<file path="src/rtl/if_stage_pkg.sv">
// if_stage_pkg: constants and types shared by the instruction-fetch stage.
//   RESET_PC  - first fetch address after reset
//   NOP_INST  - instruction word presented to decode during a bubble
//   fetch_state_e - fetch FSM state encodings
//   seq_pc()  - sequential successor of a fetch address (32-bit wrap)
package if_stage_pkg;

  localparam logic [31:0] RESET_PC = 32'hBFC0_0000;
  localparam logic [31:0] NOP_INST = 32'h0000_0000;
  localparam logic [31:0] PC_STEP  = 32'd4;

  typedef enum logic [1:0] {
    S_REQ  = 2'b00,  // request driven, waiting for grant
    S_WAIT = 2'b01,  // one request outstanding, waiting for the word
    S_FULL = 2'b10   // word parked in the skid buffer, no request
  } fetch_state_e;

  // Wraps naturally at 32 bits: 32'hFFFF_FFFC -> 32'h0000_0000.
  function automatic logic [31:0] seq_pc(input logic [31:0] pc);
    return pc + PC_STEP;
  endfunction

endpackage

</file>
<file path="src/rtl/if_skid_buf.sv">
// if_skid_buf: one-entry buffer holding a fetched word and its PC while
// decode is stalled.
//   clk, rst        - clock, synchronous active-high reset
//   push_i          - capture pc_i/inst_i (entry becomes valid)
//   pop_i           - entry consumed (entry becomes empty)
//   pc_i, inst_i    - word and its fetch PC
//   valid_o, pc_o, inst_o - buffered entry
module if_skid_buf
  import if_stage_pkg::*;
(
  input  logic        clk,
  input  logic        rst,
  input  logic        push_i,
  input  logic        pop_i,
  input  logic [31:0] pc_i,
  input  logic [31:0] inst_i,
  output logic        valid_o,
  output logic [31:0] pc_o,
  output logic [31:0] inst_o
);

  logic        valid_q;
  logic [31:0] pc_q;
  logic [31:0] inst_q;

  // Buffer entry register; push has priority (push and pop never coincide).
  always_ff @(posedge clk) begin
    if (rst) begin
      valid_q <= 1'b0;
      pc_q    <= 32'h0000_0000;
      inst_q  <= NOP_INST;
    end else if (push_i) begin
      valid_q <= 1'b1;
      pc_q    <= pc_i;
      inst_q  <= inst_i;
    end else if (pop_i) begin
      valid_q <= 1'b0;
    end else begin
      valid_q <= valid_q;
    end
  end

  assign valid_o = valid_q;
  assign pc_o    = pc_q;
  assign inst_o  = inst_q;

endmodule

</file>
<file path="src/rtl/if_stage.sv">
// if_stage: instruction fetch with a single outstanding memory request,
// one-entry skid buffer and branch-delay-slot redirect handling.
//   clk, rst                     - clock, synchronous active-high reset
//   stall                        - decode cannot accept; IF/ID outputs hold
//   branch_flag_i, target_address_i - taken branch/jump resolved in decode
//   imem_req, imem_addr          - fetch request and word address
//   imem_gnt                     - request accepted this cycle
//   imem_rvalid, imem_rdata      - returned instruction word
//   id_pc, id_inst, id_valid     - IF/ID register presented to decode
module if_stage
  import if_stage_pkg::*;
(
  input  logic        clk,
  input  logic        rst,
  input  logic        stall,
  input  logic        branch_flag_i,
  input  logic [31:0] target_address_i,
  output logic        imem_req,
  output logic [31:0] imem_addr,
  input  logic        imem_gnt,
  input  logic        imem_rvalid,
  input  logic [31:0] imem_rdata,
  output logic [31:0] id_pc,
  output logic [31:0] id_inst,
  output logic        id_valid
);

  fetch_state_e state_q, state_d;
  logic [31:0]  fetch_pc_q, fetch_pc_d;   // address of the next request
  logic [31:0]  out_pc_q, out_pc_d;       // address of the outstanding request
  logic         redir_q, redir_d;         // redirect waiting for delay-slot grant
  logic [31:0]  tgt_q, tgt_d;
  logic [31:0]  id_pc_q, id_pc_d;
  logic [31:0]  id_inst_q, id_inst_d;
  logic         id_valid_q, id_valid_d;

  logic         take_branch_s;
  logic         eff_redir_s;
  logic [31:0]  eff_tgt_s;
  logic         skid_push_s;
  logic         skid_pop_s;
  logic         skid_valid_s;
  logic [31:0]  skid_pc_s;
  logic [31:0]  skid_inst_s;

  // A branch only counts when decode really consumes the instruction.
  assign take_branch_s = branch_flag_i & id_valid_q & ~stall;
  assign eff_redir_s   = redir_q | take_branch_s;
  assign eff_tgt_s     = take_branch_s ? target_address_i : tgt_q;

  if_skid_buf u_skid (
    .clk     (clk),
    .rst     (rst),
    .push_i  (skid_push_s),
    .pop_i   (skid_pop_s),
    .pc_i    (out_pc_q),
    .inst_i  (imem_rdata),
    .valid_o (skid_valid_s),
    .pc_o    (skid_pc_s),
    .inst_o  (skid_inst_s)
  );

  // Next-state, PC and IF/ID logic.
  always_comb begin
    state_d     = state_q;
    fetch_pc_d  = fetch_pc_q;
    out_pc_d    = out_pc_q;
    redir_d     = redir_q;
    tgt_d       = tgt_q;
    id_pc_d     = id_pc_q;
    id_inst_d   = id_inst_q;
    id_valid_d  = id_valid_q;
    skid_push_s = 1'b0;
    skid_pop_s  = 1'b0;

    // Default when decode advances: bubble (overridden if a word is ready).
    if (!stall) begin
      id_valid_d = 1'b0;
      id_inst_d  = NOP_INST;
    end else begin
      id_valid_d = id_valid_q;
    end

    case (state_q)
      S_REQ: begin
        // In REQ the pending fetch address is always the delay slot of a
        // branch sitting in decode, so the redirect waits for its grant.
        if (imem_gnt) begin
          state_d    = S_WAIT;
          out_pc_d   = fetch_pc_q;
          fetch_pc_d = eff_redir_s ? eff_tgt_s : seq_pc(fetch_pc_q);
          redir_d    = 1'b0;
        end else begin
          redir_d = eff_redir_s;
          tgt_d   = eff_tgt_s;
        end
      end
      S_WAIT: begin
        // Delay slot already granted: the target is the very next fetch.
        if (take_branch_s) begin
          fetch_pc_d = target_address_i;
        end else begin
          fetch_pc_d = fetch_pc_q;
        end
        if (imem_rvalid) begin
          if (!stall) begin
            id_pc_d    = out_pc_q;
            id_inst_d  = imem_rdata;
            id_valid_d = 1'b1;
            state_d    = S_REQ;
          end else begin
            skid_push_s = 1'b1;
            state_d     = S_FULL;
          end
        end else begin
          state_d = S_WAIT;
        end
      end
      S_FULL: begin
        if (take_branch_s) begin
          fetch_pc_d = target_address_i;
        end else begin
          fetch_pc_d = fetch_pc_q;
        end
        if (!stall) begin
          id_pc_d    = skid_pc_s;
          id_inst_d  = skid_inst_s;
          id_valid_d = skid_valid_s;
          skid_pop_s = 1'b1;
          state_d    = S_REQ;
        end else begin
          state_d = S_FULL;
        end
      end
      default: begin
        state_d = S_REQ;
      end
    endcase
  end

  // State, PC and IF/ID registers.
  always_ff @(posedge clk) begin
    if (rst) begin
      state_q    <= S_REQ;
      fetch_pc_q <= RESET_PC;
      out_pc_q   <= 32'h0000_0000;
      redir_q    <= 1'b0;
      tgt_q      <= 32'h0000_0000;
      id_pc_q    <= 32'h0000_0000;
      id_inst_q  <= NOP_INST;
      id_valid_q <= 1'b0;
    end else begin
      state_q    <= state_d;
      fetch_pc_q <= fetch_pc_d;
      out_pc_q   <= out_pc_d;
      redir_q    <= redir_d;
      tgt_q      <= tgt_d;
      id_pc_q    <= id_pc_d;
      id_inst_q  <= id_inst_d;
      id_valid_q <= id_valid_d;
    end
  end

  assign imem_req  = (state_q == S_REQ);
  assign imem_addr = fetch_pc_q;
  assign id_pc     = id_pc_q;
  assign id_inst   = id_inst_q;
  assign id_valid  = id_valid_q;

endmodule

</file>
<file path="config.mk">
export PLATFORM = sky130hd
export DESIGN_NAME = if_stage
export DESIGN_NICKNAME = d
export VERILOG_FILES = /design/src/rtl/if_stage_pkg.sv /design/src/rtl/if_skid_buf.sv /design/src/rtl/if_stage.sv
export SDC_FILE = /design/constraint.sdc
export NUM_CORES = 1
export LEC_CHECK = 0
export CELL_PAD_IN_SITES_DETAIL_PLACEMENT = 2
export CELL_PAD_IN_SITES_GLOBAL_PLACEMENT = 2
export CORE_UTILIZATION = 30
export CTS_BUF_LIST = sky130_fd_sc_hd__clkbuf_8
export DETAILED_ROUTE_END_ITERATION = 12
export DONT_BUFFER_PORTS = 1
export PLACE_DENSITY_LB_ADDON = 0.1
export SYNTH_ARGS = -nofsm -noshare
export SYNTH_HDL_FRONTEND = slang
export SYNTH_SLANG_ARGS = --single-unit
</file>
<file path="constraint.sdc">
create_clock -name clk -period 3.25 [get_ports clk]
set_clock_uncertainty 0.05 [all_clocks]
set_input_delay 0.8125 -clock clk [delete_from_list [all_inputs] [get_ports clk]]
set_output_delay 0.8125 -clock clk [all_outputs]
set_load 0.02 [all_outputs]
</file>
======== Word level (Yosys, flattened, before mapping) ========
Cells that the tools add are included.
operators by class
  add/sub/neg operators ................... 1
  $mul .................................... 0
  div/mod/pow operators ................... 0
  $lt $le $gt $ge ......................... 0
  equality and inequality tests ........... 7
  shifts and indexed selects .............. 0
  multiplexer cells ....................... 31
  bitwise logic cells ..................... 5
  reductions and logical operators ........ 9
operator list
  cell                                                              number
  32-bit two-way mux                                                11
  32-bit one-hot mux with 2 select lines                            3
  32-bit by 3-bit adder with 32-bit output (second input constant)  1
  1-bit two-way mux                                                 12
  2-bit two-way mux                                                 3
  2-bit != test (second input constant)                             3
  2-bit one-hot mux with 3 select lines                             1
  2-bit nonzero test                                                3
  2-bit by 1-bit != test with 1-bit output (second input constant)  2
  2-bit AND reduction                                               2
  4-bit AND reduction                                               1
  3-bit AND reduction                                               1
  1-bit AND                                                         2
  2-bit by 1-bit == test with 1-bit output (second input constant)  1
  2-bit == test (second input constant)                             1
  2-bit zero test                                                   1
  1-bit NOT                                                         2
  1-bit one-hot mux with 2 select lines                             1
  2-bit OR reduction                                                1
  1-bit bitwise OR                                                  1
word-level totals
  flip-flop bits (word level) ............. 229
  bits in latches ......................... 0
  RAM bits ................................ 0
  bits in read-only memories .............. 0
  input port bits ......................... 70
  output and inout port bits .............. 98
  word-level logic and storage cells ...... 64
  memories kept ........................... 0

======== Longest topological paths before layout ========
Gate-level depths: netlist (run 1).
  depth in word-level cells ............... 6
  mapped depth ............................ 10
  gate-level depth less buffers ........... 7

======== By module ========
From an unflattened synthesis (run 1), not the netlist that was laid out.
unflattened totals
  cell total of the unflattened synthesis .. 1,177
  area total of the unflattened synthesis .. 10,099.7 sq um
by module, submodules not included
  module       instances  cells each  area an instance (sq um)  seq. area each (sq um)
  if_stage     1          967         7,754.9                   3,283.1
  if_skid_buf  1          210         2,344.7                   1,301.2

======== Least setup slack after synthesis (run 1) ========
No wires, ideal clock.
  path type ............................... register to register
  from .................................... register fetch_pc_q[13] (netlist: imem_addr[13])
  to ...................................... register fetch_pc_q[30] (netlist: imem_addr[30])
  arrival ................................. 2.402 ns
  slack ................................... 0.724 ns
  cell stages (with the launch flop) ...... 8
  cell sequence ........................... dfxtp_1 -> buf_2 -> nand4_2 -> or4_1 -> buf_2 -> or4_4 -> or4_1 -> a31oi_1
between the ends
  cells in the longest elaborated chain, start to end .. 4
RTL lines
  element                                   line                RTL
  start: declaration                        if_stage.sv:29      logic [31:0] fetch_pc_q, fetch_pc_d;
  start signal: assignment                  if_stage.sv:154     fetch_pc_q <= fetch_pc_d;
  32-bit by 3-bit adder with 32-bit output  if_stage_pkg.sv:20  return pc + PC_STEP;
  32-bit two-way mux                        if_stage.sv:91      fetch_pc_d = eff_redir_s ? eff_tgt_s : seq_pc(fetch_pc_q);
  32-bit two-way mux                        if_stage.sv:88      if (imem_gnt) begin
  32-bit one-hot mux with 2 select lines    if_stage.sv:84      case (state_q)
No other way between the ends. The select of a mux whose other input is x is not followed.
A chain may end at the register's enable or synchronous reset.

======== Worst setup path in the final report (run 1) ========
  from .................................... register fetch_pc_q[15] (netlist: imem_addr[15])
  to ...................................... register fetch_pc_q[30] (netlist: imem_addr[30])
Same word-level chain as after synthesis.

==> results.toml, run 1 <==
[status]
status = "finished clean"

[placed_design]
gp_congestion = 0.741
hpwl_mm = 23.8
portBuffers = 0
dp.cells = 1683

[floorplanning]
core_area_sq_mm = 0.0334
die_h_um = 186
fp.dieArea_sq_mm = 0.0347
fp.dieW_um = 186
start_util = 0.305
rows = 67
io-pin-count = 168

[sta]
slew_headroom = 0.520
setup_viol = 0
final_max_slew_viol_count = 0
rsz0062_at_grt = "no"
clock.fmax_mhz = 370
period_minus_slack_ns = 2.70
finalHoldViolations = 0
tightest_slew_ns = 0.710
fin_crit_sh = 0.831
tns_ns = 0

[setup_path]
crit_top_cell = "or4_1"
cpPeakStageDelay_ns = 0.69
r2r_end = "imem_addr[30]"
cp_max_fo = 8
worstSetupPathDepth = 5
cp_cell_sequence = "nand4_2 -> or4_1 -> or4_4 -> or4_1 -> a31oi_1"
crit_type = "reg2reg"
worstSetupStartpointType = "flop"
cp.arrival_ns = 3.12
rr_worst_depth = 5
startpoint = "imem_addr[15]"
worstSetupEndpoint = "imem_addr[30]"
cp.required_ns = 3.67
cp-end-kind = "flop"
r2r_slack_ns = 0.55
r2r-start = "imem_addr[15]"
cpMaxStageDelayCell = "or4_1"
crit_buf_inv = 0
critPathTopFamily = "simple AND/OR/NAND/NOR gates"

[cells_and_area]
layout.cells.non_filler = 1760
nFillCells = 3852
n_antenna_cell = 0
drive_gt1_frac = 0.0838
syn2layout_area_growth_pct = 12.9
layout.nets = 1357

[grt]
grt_pass1_vias = 9938
grt_use_total = 0.209
grt_pass1_wl_mm = 58.3
antenna_found_initial = 0
overflow = 0
grt_max_degree = 227

[job]
cap_violations = 0

[power_and_ir_drop]
vdd_drop_max_v = 0.000331
leakagePower_nw = 3.80
power_density_mw_per_mm2 = 572

[yosys]
ys_warn_count = 0
ys_seq_area_frac = 0.450
avgSynthCellArea_sq_um = 7.81
synth-edff-count = 0
synth_cell_types = 54
synthArstFlopShare = 0
synth_top_cell_area_share = 0.450
synth_area_leaders = "dfxtp_1 45%, nand2_1 12%, a21oi_1 9.6%, clkbuf_1 3.8%, mux2i_1 3.6%"
synth_top_area_cell = "dfxtp_1"
netlist_instances = 1305
synth_area_sq_mm = 0.0102
synth_seq_cells = 229
ys.flop_type = "dfxtp_1"
syn-num-nets = 1380

[drt]
ant_nets = 0
wl_per_cell_um = 21.1
routed_via_density = 5.42
vias = 9538
drt-pass1-iter-count = 5
drtIter0Drc = 422
drc = 0
postRouteWirelength_mm = 37.1

[cts]
cts_buffer_depth = 3
clk_latency_ns = 0.56
tritoncts = "done"
path_clk_slew_ns = 0.06
post_cts_buffers = 0
holdBufCountCts = 0
cts_buffers = 45
htreeDepth = 2
clockRootBuffer = "clkbuf_8"
cts_sinks = 229
cts_resized = 0

[hold_path]
hold_path_class = "in2reg"
==> cell type report <==
cell class,count,area [sq um],share of cell area
Inverter,7,26.3,0.00228
Tap cell,448,561,0.0487
Clock inverter,26,106,0.00925
Clock buffer,51,702,0.0610
Multi-Input combinational cell,954,5170,0.450
Sequential cell,229,4580,0.399
Timing Repair Buffer,45,350,0.0305
==> routing by layer <==
metal,GRT usage,up-vias,routed length (um)
li1,-,4550,-
met1,0.287,4749,17900
met2,0.326,193,16600
met3,0.0504,46,2100
met4,0.0544,0,570
met5,0,-,0
==> Yosys cell counts (3+ instances only) <==
library cell and number:
a311oi_1 3, o31ai_1 5, nand2_1 332, nand2b_1 7, a311o_1 4, a22o_1 14
o21ai_0 38, mux2i_1 37, inv_1 7, ha_1 5, buf_1 10, o311ai_0 3
nor2_1 66, a21oi_1 195, a22oi_1 34, clkbuf_1 103, nor4b_1 3, and4_1 4
a32o_1 4, and2_1 4, nand4_1 7, dfxtp_1 229, o211a_1 7, nand3_1 26
and3_1 8, nor3_1 25, a211oi_1 35, nor2b_1 6, nor4_1 3, or4_1 4
a21o_1 6, a2bb2oi_1 19, a31oi_1 6, o211ai_1 17
==> cell usage in the layout (no fill, tap or decap), drive strengths merged, types with 4 or more instances in the layout <==
master,instances
a211oi,35
a21o,6
a21oi,195
a22o,14
a22oi,34
a2bb2oi,19
a311o,4
a31oi,6
a32o,4
and2,4
and3,8
and4,4
buf,45
clkbuf,51
clkinv,4
dfxtp,229
ha,5
inv,28
mux2i,37
nand2,332
nand2b,7
nand3,26
nand4,8
nor2,66
nor2b,6
nor3,25
o211a,7
o211ai,17
o21ai,39
o31ai,5
or4,5
==> worst min path at each step <==
stage,startpoint,end,slack (ns),cells after the start
final,rst,u_skid.inst_o[3],0.28,1
after detailed placement,u_skid.inst_o[14],u_skid.inst_o[14],0.40,2
after global routing,rst,u_skid.inst_o[2],0.24,1
after global placement,tgt_q[30],tgt_q[30],0.39,2
after floorplan,tgt_q[30],tgt_q[30],0.38,2
after CTS,rst,u_skid.inst_o[10],0.24,1
==> flip-flops by register name, summed over array words and instances, names as in the netlist <==
register / count
id_inst: 32
id_pc: 32
id_valid: 1
imem_addr: 32
out_pc_q: 32
redir_q: 1
state_q: 2
tgt_q: 32
u_skid.inst_o: 32
u_skid.pc_o: 32
u_skid.valid_o: 1
==> logic make-up (layout without fill, tap and decap cells) <==
logic type               Yosys count  count (layout)  share of synthesized area
AO/OA/AOI/OAI                    403             403                      0.248
XOR/XNOR                           2               2                    0.00172
adder cells (fa/ha/maj)            5               5                    0.00614
buffers and inverters            122             129                     0.0452
flip-flops                       229             229                      0.450
multiplexers                      39              39                     0.0385
AND/OR/NAND/NOR                  505             505                      0.211
==> stage by stage <==
step	setup slack, ns	instance area [sq um]	total power [W]	utilization	hold slack (ns)
after floorplan	0.724	10200	0.00367	-	0.381
after global placement	0.602	10700	0.00392	0.320	0.385
after detailed placement	0.565	10700	0.00395	0.320	0.395
after CTS	0.545	11500	0.00670	0.344	0.238
after global routing	0.445	11500	0.00690	0.344	0.240
final	0.549	11500	0.00658	0.344	0.278
==> power by group <==
part / leakage, nW / switching (W) / total, W / internal (W)
logic: 1.45 / 0.000524 / 0.000802 / 0.000277
registers: 1.86 / 0.000162 / 0.00308 / 0.00291
clock network: 0.494 / 0.00128 / 0.00270 / 0.00142
No activity file was read; power rests on OpenSTA's default activity.
==> inputs of run 2 (changes only) <==
==> constraint.sdc (replaced) <==
create_clock -name clk -period 2.4 [get_ports clk]
set_clock_uncertainty 0.05 [all_clocks]
set_input_delay 0.6 -clock clk [delete_from_list [all_inputs] [get_ports clk]]
set_output_delay 0.6 -clock clk [all_outputs]
set_load 0.02 [all_outputs]
==> run 2 against run 1 <==
Clock power increased by 44%. Sequential cell count did not move. Total power grew 40%. Final cell count is 1.4% higher. Die area unchanged. First-iteration DRC count decreased by 8.3%. Worst setup slack worse by 0.41 ns.
==> results.toml, run 2 (synthesis gave the netlist of run 1 again) <==
[cells_and_area]
stdcell_area_sq_mm = 0.0118
layout.nets = 1377
syn2layout_area_growth_pct = 16.1
layout_common_cells = "332 x nand2_1, 224 x dfxtp_1, 195 x a21oi_1, 65 x nor2_1, 59 x clkbuf_8"
final_common_cell = "nand2_1"
n_antenna_cell = 0
drive_gt1_frac = 0.108

[hold_path]
hold_path_class = "in2reg"

[drt]
drtIter0Drc = 387
drc = 0
ant_nets = 0
wl_per_cell_um = 20.7
vias = 9594
postRouteWirelength_mm = 37.0
drt-pass1-iter-count = 5
routed_via_density = 5.38

[setup_path]
r2r-start = "imem_addr[2]"
worstSetupEndpoint = "imem_addr[30]"
cp.required_ns = 2.82
worstSetupStartpointType = "flop"
startpoint = "imem_addr[2]"
r2r_slack_ns = 0.13
r2r_end = "imem_addr[30]"
cp.arrival_ns = 2.69
cp_max_fo = 4
crit_type = "reg2reg"
rr_worst_depth = 6
cp-end-kind = "flop"

[floorplanning]
die_h_um = 186
core_area_sq_mm = 0.0334
fp.dieW_um = 186
start_util = 0.305
io-pin-count = 168
fp.dieArea_sq_mm = 0.0347
rows = 67

[cts]
clk_latency_ns = 0.56
path_clk_slew_ns = 0.06
cts_buffer_depth = 3
cts_resized = 0
htreeDepth = 2
cts_buffers = 45
tritoncts = "done"
clockRootBuffer = "clkbuf_8"
post_cts_buffers = 0
holdBufCountCts = 0
cts_sinks = 229

[sta]
clock.fmax_mhz = 441
rsz0062_at_grt = "no"
final_max_slew_viol_count = 0
tns_ns = 0
finalHoldViolations = 0
tightest_slew_ns = 0.625
slew_headroom = 0.584
period_minus_slack_ns = 2.27
fin_crit_sh = 0.944
setup_viol = 0

[grt]
grt_pass1_wl_mm = 59.1
overflow = 0
grt_pass1_vias = 10200
antenna_found_initial = 0
grt_use_total = 0.211
grt_max_degree = 227

[power_and_ir_drop]
power_density_mw_per_mm2 = 778
vdd_drop_max_v = 0.000368
leakagePower_nw = 3.96

[placed_design]
portBuffers = 0
hpwl_mm = 24.5
gp_congestion = 0.789
placed_area_sq_mm = 0.0109

[status]
status = "finished clean"

[job]
cap_violations = 0
## run 2: layout make-up
| cell class | instances | area [sq um] |
|---|---|---|
| Inverter | 7 | 26.3 |
| Clock buffer | 59 | 812 |
| Clock inverter | 22 | 90.1 |
| Sequential cell | 229 | 4590 |
| Multi-Input combinational cell | 954 | 5180 |
| Timing Repair Buffer | 65 | 576 |
| Tap cell | 448 | 561 |
| Fill cell | 3872 | 21600 |
## run 2: worst min path at each step
stage,from,end,slack [ns],cells after the start
detailed placement,u_skid.pc_o[26],u_skid.pc_o[26],0.40,2
floorplan,tgt_q[30],tgt_q[30],0.38,2
CTS,rst,u_skid.inst_o[8],0.04,1
global placement,u_skid.pc_o[29],u_skid.pc_o[29],0.39,2
global route,rst,u_skid.inst_o[18],0.04,1
finish,rst,u_skid.inst_o[18],0.08,1
## run 2: layer usage
metal | vias to the layer above | routed length, um | track usage
met5 | - | 0 | 0
met4 | 0 | 638 | 0.0582
met3 | 49 | 1940 | 0.0480
met2 | 170 | 16400 | 0.326
met1 | 4781 | 18000 | 0.294
li1 | 4594 | - | -
## run 2: critical path: stages, from the launching register on
cell     delay (ns)
dfxtp_1        0.33
ha_1           0.23
and3_1         0.27
nand3_1        0.14
or4_4          0.50
or4_1          0.52
a31oi_1        0.14
## run 2: report_power, final
part / leakage, nW / internal [W] / switching [W]
combinational: 1.57 / 0.000429 / 0.000786
clock: 0.532 / 0.00218 / 0.00171
sequential: 1.86 / 0.00395 / 0.000144
## run 2: through the flow
step / power [W] / std cells / hold WS (ns) / util / setup WS (ns)
after CTS: 0.00938 / 1784 / 0.0394 / 0.354 / 0.130
after floorplan: 0.00497 / 1305 / 0.381 / - / 0.0102
after global placement: 0.00537 / 1703 / 0.387 / 0.327 / 0.191
final: 0.00920 / 1784 / 0.0820 / 0.354 / 0.135
after detailed placement: 0.00540 / 1703 / 0.395 / 0.327 / 0.147
after global routing: 0.00965 / 1784 / 0.0391 / 0.354 / 0.0300
==> inputs of run 3 (changes only) <==
--- a/config.mk
+++ b/config.mk
@@ -9,6 +9,7 @@
 export CELL_PAD_IN_SITES_GLOBAL_PLACEMENT = 2
 export CORE_UTILIZATION = 30
 export CTS_BUF_LIST = sky130_fd_sc_hd__clkbuf_8
+export CTS_CLUSTER_SIZE = 8
 export DETAILED_ROUTE_END_ITERATION = 12
 export DONT_BUFFER_PORTS = 1
 export PLACE_DENSITY_LB_ADDON = 0.1
==> constraint.sdc (replaced) <==
create_clock -name clk -period 2.7 [get_ports clk]
set_clock_uncertainty 0.05 [all_clocks]
set_input_delay 0.675 -clock clk [delete_from_list [all_inputs] [get_ports clk]]
set_output_delay 0.675 -clock clk [all_outputs]
set_load 0.02 [all_outputs]
==> run 3 against run 2 <==
Non-clock buffer count down 7. Final cell count down 0.56%. Total power down 12%. First-iteration DRC count up 5.9%. Global-route usage down 0.24 points. Die area unchanged. Register-to-register slack better by 0.26 ns. Final area down 1.0%. Hold slack better by 0.067 ns. Sequential cell count unchanged. Utilization down 0.37 points. Via count down 0.63%. Critical path type unchanged.
==> results.toml, run 3 (synthesis gave the netlist of run 1 again) <==
[status]
status = "finished clean"

[sta]
setup_viol = 0
clock.fmax_mhz = 433
fin_crit_sh = 0.855
finalHoldViolations = 0
rsz0062_at_grt = "no"
period_minus_slack_ns = 2.31
final_max_slew_viol_count = 0
tns_ns = 0
slew_headroom = 0.598
tightest_slew_ns = 0.603

[drt]
ant_nets = 0
wl_met2_mm = 16.4
drc = 0
top_layer = "met4"
vias = 9534
drt-pass1-iter-count = 4
met1_length_mm = 17.6
drtIter0Drc = 410
met3WireLength_mm = 2.14
postRouteWirelength_mm = 36.8
routed_via_density = 5.37
wl_per_cell_um = 20.7

[cts]
cts_buffer_depth = 3
htreeDepth = 2
tritoncts = "done"
post_cts_buffers = 0
clk_latency_ns = 0.56
cts_resized = 0
clockRootBuffer = "clkbuf_8"
cts_sinks = 229
cts_buffers = 44
holdBufCountCts = 0
path_clk_slew_ns = 0.06

[floorplanning]
fp.dieArea_sq_mm = 0.0347
start_util = 0.305
core_area_sq_mm = 0.0334
fp.dieW_um = 186
io-pin-count = 168
die_h_um = 186
rows = 67

[setup_path]
crit_top_cell = "inv_1"
worstSetupStartpointType = "flop"
cp_max_fo = 28
r2r_slack_ns = 0.39
rr_worst_depth = 8
cp.required_ns = 3.10
r2r_end = "imem_addr[22]"
r2r-start = "state_q[1]"
crit_buf_inv = 3
cp_cell_sequence = "inv_1 -> ha_1 -> inv_1 -> buf_4 -> nand3_1 -> nor2_1 -> o21ai_0 -> a22o_1"
cpPeakStageDelay_ns = 0.39
critPathTopFamily = "simple AND/OR/NAND/NOR gates"
cpMaxStageDelayCell = "dfxtp_1"
cp.arrival_ns = 2.70
crit_type = "reg2reg"
cp-end-kind = "flop"

[grt]
grt_pass1_wl_mm = 58.4
overflow = 0
grt_max_degree = 227
grt_use_total = 0.209
antenna_found_initial = 0
grt_pass1_vias = 10000

[hold_path]
hold_path_class = "in2reg"
hold_start = "rst"
min_path_cells = 1
worstHoldEndpoint = "u_skid.inst_o[16]"

[power_and_ir_drop]
power_density_mw_per_mm2 = 691
leakagePower_nw = 3.90
vdd_drop_max_v = 0.000329

[placed_design]
portBuffers = 0
dp.cells = 1696
hpwl_mm = 23.9
gp_congestion = 0.792

[cells_and_area]
n_antenna_cell = 0
final_common_cell = "nand2_1"
layout_common_cells = "332 x nand2_1, 229 x dfxtp_1, 195 x a21oi_1, 66 x nor2_1, 57 x clkbuf_8"
nFillCells = 3865
regArea_sq_mm = 0.00458
final_util = 0.350
multi_input_comb_area_sq_mm = 0.00517
syn2layout_area_growth_pct = 14.9
layout.cells.non_filler = 1774
drive_gt1_frac = 0.0950
layout.nets = 1369

[job]
cap_violations = 0
## run 3: cell types whose count changed in the layout (fill, tap and decap cells not counted), moves of 2 or more
cell,before,now
buf_12,7,5
dfxtp_2,5,0
clkbuf_8,59,57
buf_4,58,53
dfxtp_1,224,229
clkinv_2,3,1
## run 3: worst max path at each step
| stage | slack (ns) | start | depth (start not counted) | end |
|---|---|---|---|---|
| floorplan | 0.17 | imem_addr[13] | 7 | imem_addr[30] |
| global placement | 0.44 | imem_addr[24] | 4 | imem_addr[30] |
| detailed placement | 0.40 | state_q[1] | 8 | imem_addr[22] |
| CTS | 0.32 | state_q[1] | 3 | imem_req |
| global route | 0.18 | state_q[1] | 7 | tgt_q[8] |
| finish | 0.39 | state_q[1] | 8 | imem_addr[22] |
## run 3: power by group
part	switching (W)	leakage (nW)	total, W	internal, W
Clock	0.00151	0.519	0.00338	0.00188
Sequential	0.000147	1.86	0.00366	0.00351
Combinational	0.000687	1.53	0.00105	0.000364
Total	0.00234	3.90	0.00809	0.00575
## run 3: cell type report
cell class / count / share of cell area
multi-input combinational: 954 / 0.442
sequential: 229 / 0.391
clock buffer: 57 / 0.0670
tap: 448 / 0.0479
timing repair buffer: 58 / 0.0425
clock inverter: 21 / 0.00726
inverter: 7 / 0.00224
## run 3: metrics by stage
| stage | hold slack (ns) | total power (W) | cell area [sq um] | worst slack (ns) |
|---|---|---|---|---|
| after floorplan | 0.381 | 0.00442 | 10200 | 0.174 |
| after global placement | 0.387 | 0.00476 | 10800 | 0.442 |
| after detailed placement | 0.396 | 0.00479 | 10800 | 0.399 |
| after CTS | 0.104 | 0.00826 | 11700 | 0.315 |
| after global routing | 0.111 | 0.00850 | 11700 | 0.176 |
| final | 0.149 | 0.00809 | 11700 | 0.391 |
## run 3: routing by layer
layer  up-vias  global-route usage
met5         -                   0
met4         0              0.0534
met3        43              0.0500
met2       169               0.328
met1      4736               0.286
li1       4586                   -
==> patch: new RTL, flow settings as in run 2 <==
Add an input register stage for `target_address_i`; this delays it by one clock. The other inputs are not delayed to match.
--- a/src/rtl/if_stage.sv
+++ b/src/rtl/if_stage.sv
@@ -26,4 +26,10 @@
 );
 
+  logic [31:0] target_address_q;
+
+  always_ff @(posedge clk) begin
+    target_address_q <= target_address_i;
+  end
+
   fetch_state_e state_q, state_d;
   logic [31:0]  fetch_pc_q, fetch_pc_d;   // address of the next request
@@ -47,5 +53,5 @@
   assign take_branch_s = branch_flag_i & id_valid_q & ~stall;
   assign eff_redir_s   = redir_q | take_branch_s;
-  assign eff_tgt_s     = take_branch_s ? target_address_i : tgt_q;
+  assign eff_tgt_s     = take_branch_s ? target_address_q : tgt_q;
 
   if_skid_buf u_skid (
@@ -99,5 +105,5 @@
         // Delay slot already granted: the target is the very next fetch.
         if (take_branch_s) begin
-          fetch_pc_d = target_address_i;
+          fetch_pc_d = target_address_q;
         end else begin
           fetch_pc_d = fetch_pc_q;
@@ -119,5 +125,5 @@
       S_FULL: begin
         if (take_branch_s) begin
-          fetch_pc_d = target_address_i;
+          fetch_pc_d = target_address_q;
         end else begin
           fetch_pc_d = fetch_pc_q;
Check against the original RTL: not equivalent (Yosys sat finds a counterexample within 4 cycles, from zero or initial values and one cycle with rst high).
==> patch against run 2 <==
The run now ends with design-rule violations left; power rose by 11%; sequential share of layout area grew 1.0 points; sequential cell count is 32 higher; area after synthesis up 7.0%; design area up 11%; clock power is 9.8% higher; worst setup slack better by 0.0080 ns; routed wire length grew 4.9%; critical path depth increased by 1; critical endpoint is now imem_addr[27].
==> patch: results (changes against run 2) <==
The net count after synthesis came out at 1,420 (was 1,380). The DRC violation count after routing was 18 (was 0); the DRC marker count from the first detailed-route iteration was 460 (was 387). The flow ran to the end, but the final reports show violations. Yosys synthesis warning count: 0 (unchanged). The maximum buffer depth of the clock tree came out at 3 (unchanged).

The cell with the largest stage delay on the worst path is sky130_fd_sc_hd__dfxtp_1 (was sky130_fd_sc_hd__or4_1). The peak per-stage delay on the critical path was 0.38 ns (was 0.52 ns). The logs give 0 (unchanged) for the antenna cell count and 0.0549 ns (was 0.147 ns) for the worst setup slack before clock tree synthesis.

The logs give 63 (was 54) for the count of different cell masters after synthesis and 1,467 (was 1,377) for the net total in the final layout. The top fanout value on the critical path works out to 11 (was 4). Synth area leaders: sky130_fd_sc_hd__dfxtp_1 48%, sky130_fd_sc_hd__nand2_1 12%, sky130_fd_sc_hd__a21oi_1 8.5% (was sky130_fd_sc_hd__dfxtp_1 45%, sky130_fd_sc_hd__nand2_1 12%, sky130_fd_sc_hd__a21oi_1 9.6%).

The run gives 0.209 (was 0.211) as the total track usage. The kind of cell adding the most delay to the critical path is compound AO/OA/AOI/OAI gates (was simple AND/OR/NAND/NOR gates). Most frequent cells after synthesis: 335 x sky130_fd_sc_hd__nand2_1, 261 x sky130_fd_sc_hd__dfxtp_1, 185 x sky130_fd_sc_hd__a21oi_1 (was 332 x sky130_fd_sc_hd__nand2_1, 229 x sky130_fd_sc_hd__dfxtp_1, 195 x sky130_fd_sc_hd__a21oi_1). The placer congestion estimate came out at 0.768 (was 0.789). The tools report the clock root buffer master as sky130_fd_sc_hd__clkbuf_8 (unchanged).

The run gives 1,889 (was 1,784) as the filler-free cell count of the finished design. The path category of the worst min-delay check is primary input to flip-flop (unchanged). For the sequential share of the synthesized area, the log shows 0.479 (was 0.450). The data arrival time at the worst-slack endpoint is 2.69 ns (about the same).

For the count of buffers added by post-CTS timing repair for setup, the log shows 0 (unchanged). The number of input and output port buffers inserted works out to 0 (unchanged). The clock-pin slew on the worst setup and hold paths was 0.06 ns (about the same). The first-pass iteration count of the detailed router was 8 (was 5); the leakage power of the design was 4.44 nW (was 3.96 nW). Predominant post-synthesis flop cell: sky130_fd_sc_hd__dfxtp_1 (unchanged). The tools report the clock latency on the worst-skew pair as 0.60 ns (was 0.56 ns).

For the CTS H-tree depth, the log shows 2 (unchanged). The maximum number of pins on one net before global-route repair was 206 (was 227); the half-perimeter wire length after detailed placement was 25,000 um (was 24,500 um). The share of layout cells above drive strength 1 is 0.125 (was 0.108), and the share of async-settable or async-resettable flops after synthesis is 0 (unchanged). The number of antenna violations at the first check in global routing came out at 0 (unchanged). The cell count after synthesis was 1,345 (was 1,305). The count of vias placed by the detailed router is 9,996 (was 9,594). The checks that failed: design-rule violations. The logs give 1,768 (was 1,703) for the cell total after placement and 0.567 mV (was 0.368 mV) for the maximum VDD drop. The global-route wire length before repair came out at 60,000 um (was 59,100 um).

The clock buffer count from CTS was 49 (was 45). The area of placed instances was 11,800 sq um (was 10,900 sq um); the average wire per cell in the routed design was 20.5 um (was 20.7 um). Worst-margin pin slew: 0.620 ns (was 0.625 ns).
## patch: changes by cell type in the layout (fill, tap and decap cells not counted), sizes merged, moves of 5 or more
cell,before,now
buf,65,77
a21o,6,1
nor3,25,34
o21ai,39,48
a21oi,195,185
dfxtp,229,261
dlygate4sd3,0,33
a221oi,0,5
## patch: where the power goes
group | total (mW) | switching (mW) | internal [mW]
sequential | 4.67 | 0.164 | 4.50
combinational | 1.29 | 0.804 | 0.485
clock | 4.27 | 1.94 | 2.33
total | 10.2 | 2.91 | 7.32
## patch: timing repair
item | 4_1_cts | 5_1_grt
endpoints found under the hold margin | 68 | 5
hold buffers | 33 | 1
resized for setup | 0 | 6
endpoints found under the setup margin | 0 | 19
## patch: layer usage
layer / track usage / vias up / wire [um]
met5: 0 / - / 0
met4: 0.0669 / 0 / 860
met3: 0.0547 / 59 / 2340
met2: 0.305 / 214 / 16700
met1: 0.296 / 4894 / 18900
li1: - / 4829 / -
## patch: cells by family after synthesis
| logic type | Yosys count | synth area share |
|---|---|---|
| adders and majority gates | 5 | 0.00574 |
| buffers and inverters | 122 | 0.0433 |
| DFF | 261 | 0.479 |
| and+or+nand+nor | 516 | 0.204 |
| muxes | 38 | 0.0353 |
| AOI/OAI and AO/OA | 403 | 0.233 |
## patch: worst paths after layout
check                  startpoint               end  slack, ns  cells after the start
hold / removal      imem_rdata[3]  u_skid.inst_o[3]       0.08                      2
setup reg to reg       state_q[0]     imem_addr[27]       0.14                      7
setup / recovery       state_q[0]     imem_addr[27]       0.14                      7
hold reg to reg   u_skid.pc_o[26]   u_skid.pc_o[26]       0.41                      2
## patch: final cells by class
class,instances,area [sq um]
clock buffers,63,867
inverters,8,32.5
clock inverters,24,100
fillers,4021,22500
repair buffers,110,1060
flip-flops and latches,261,5230
well taps,461,577
multi-input cells,962,5260
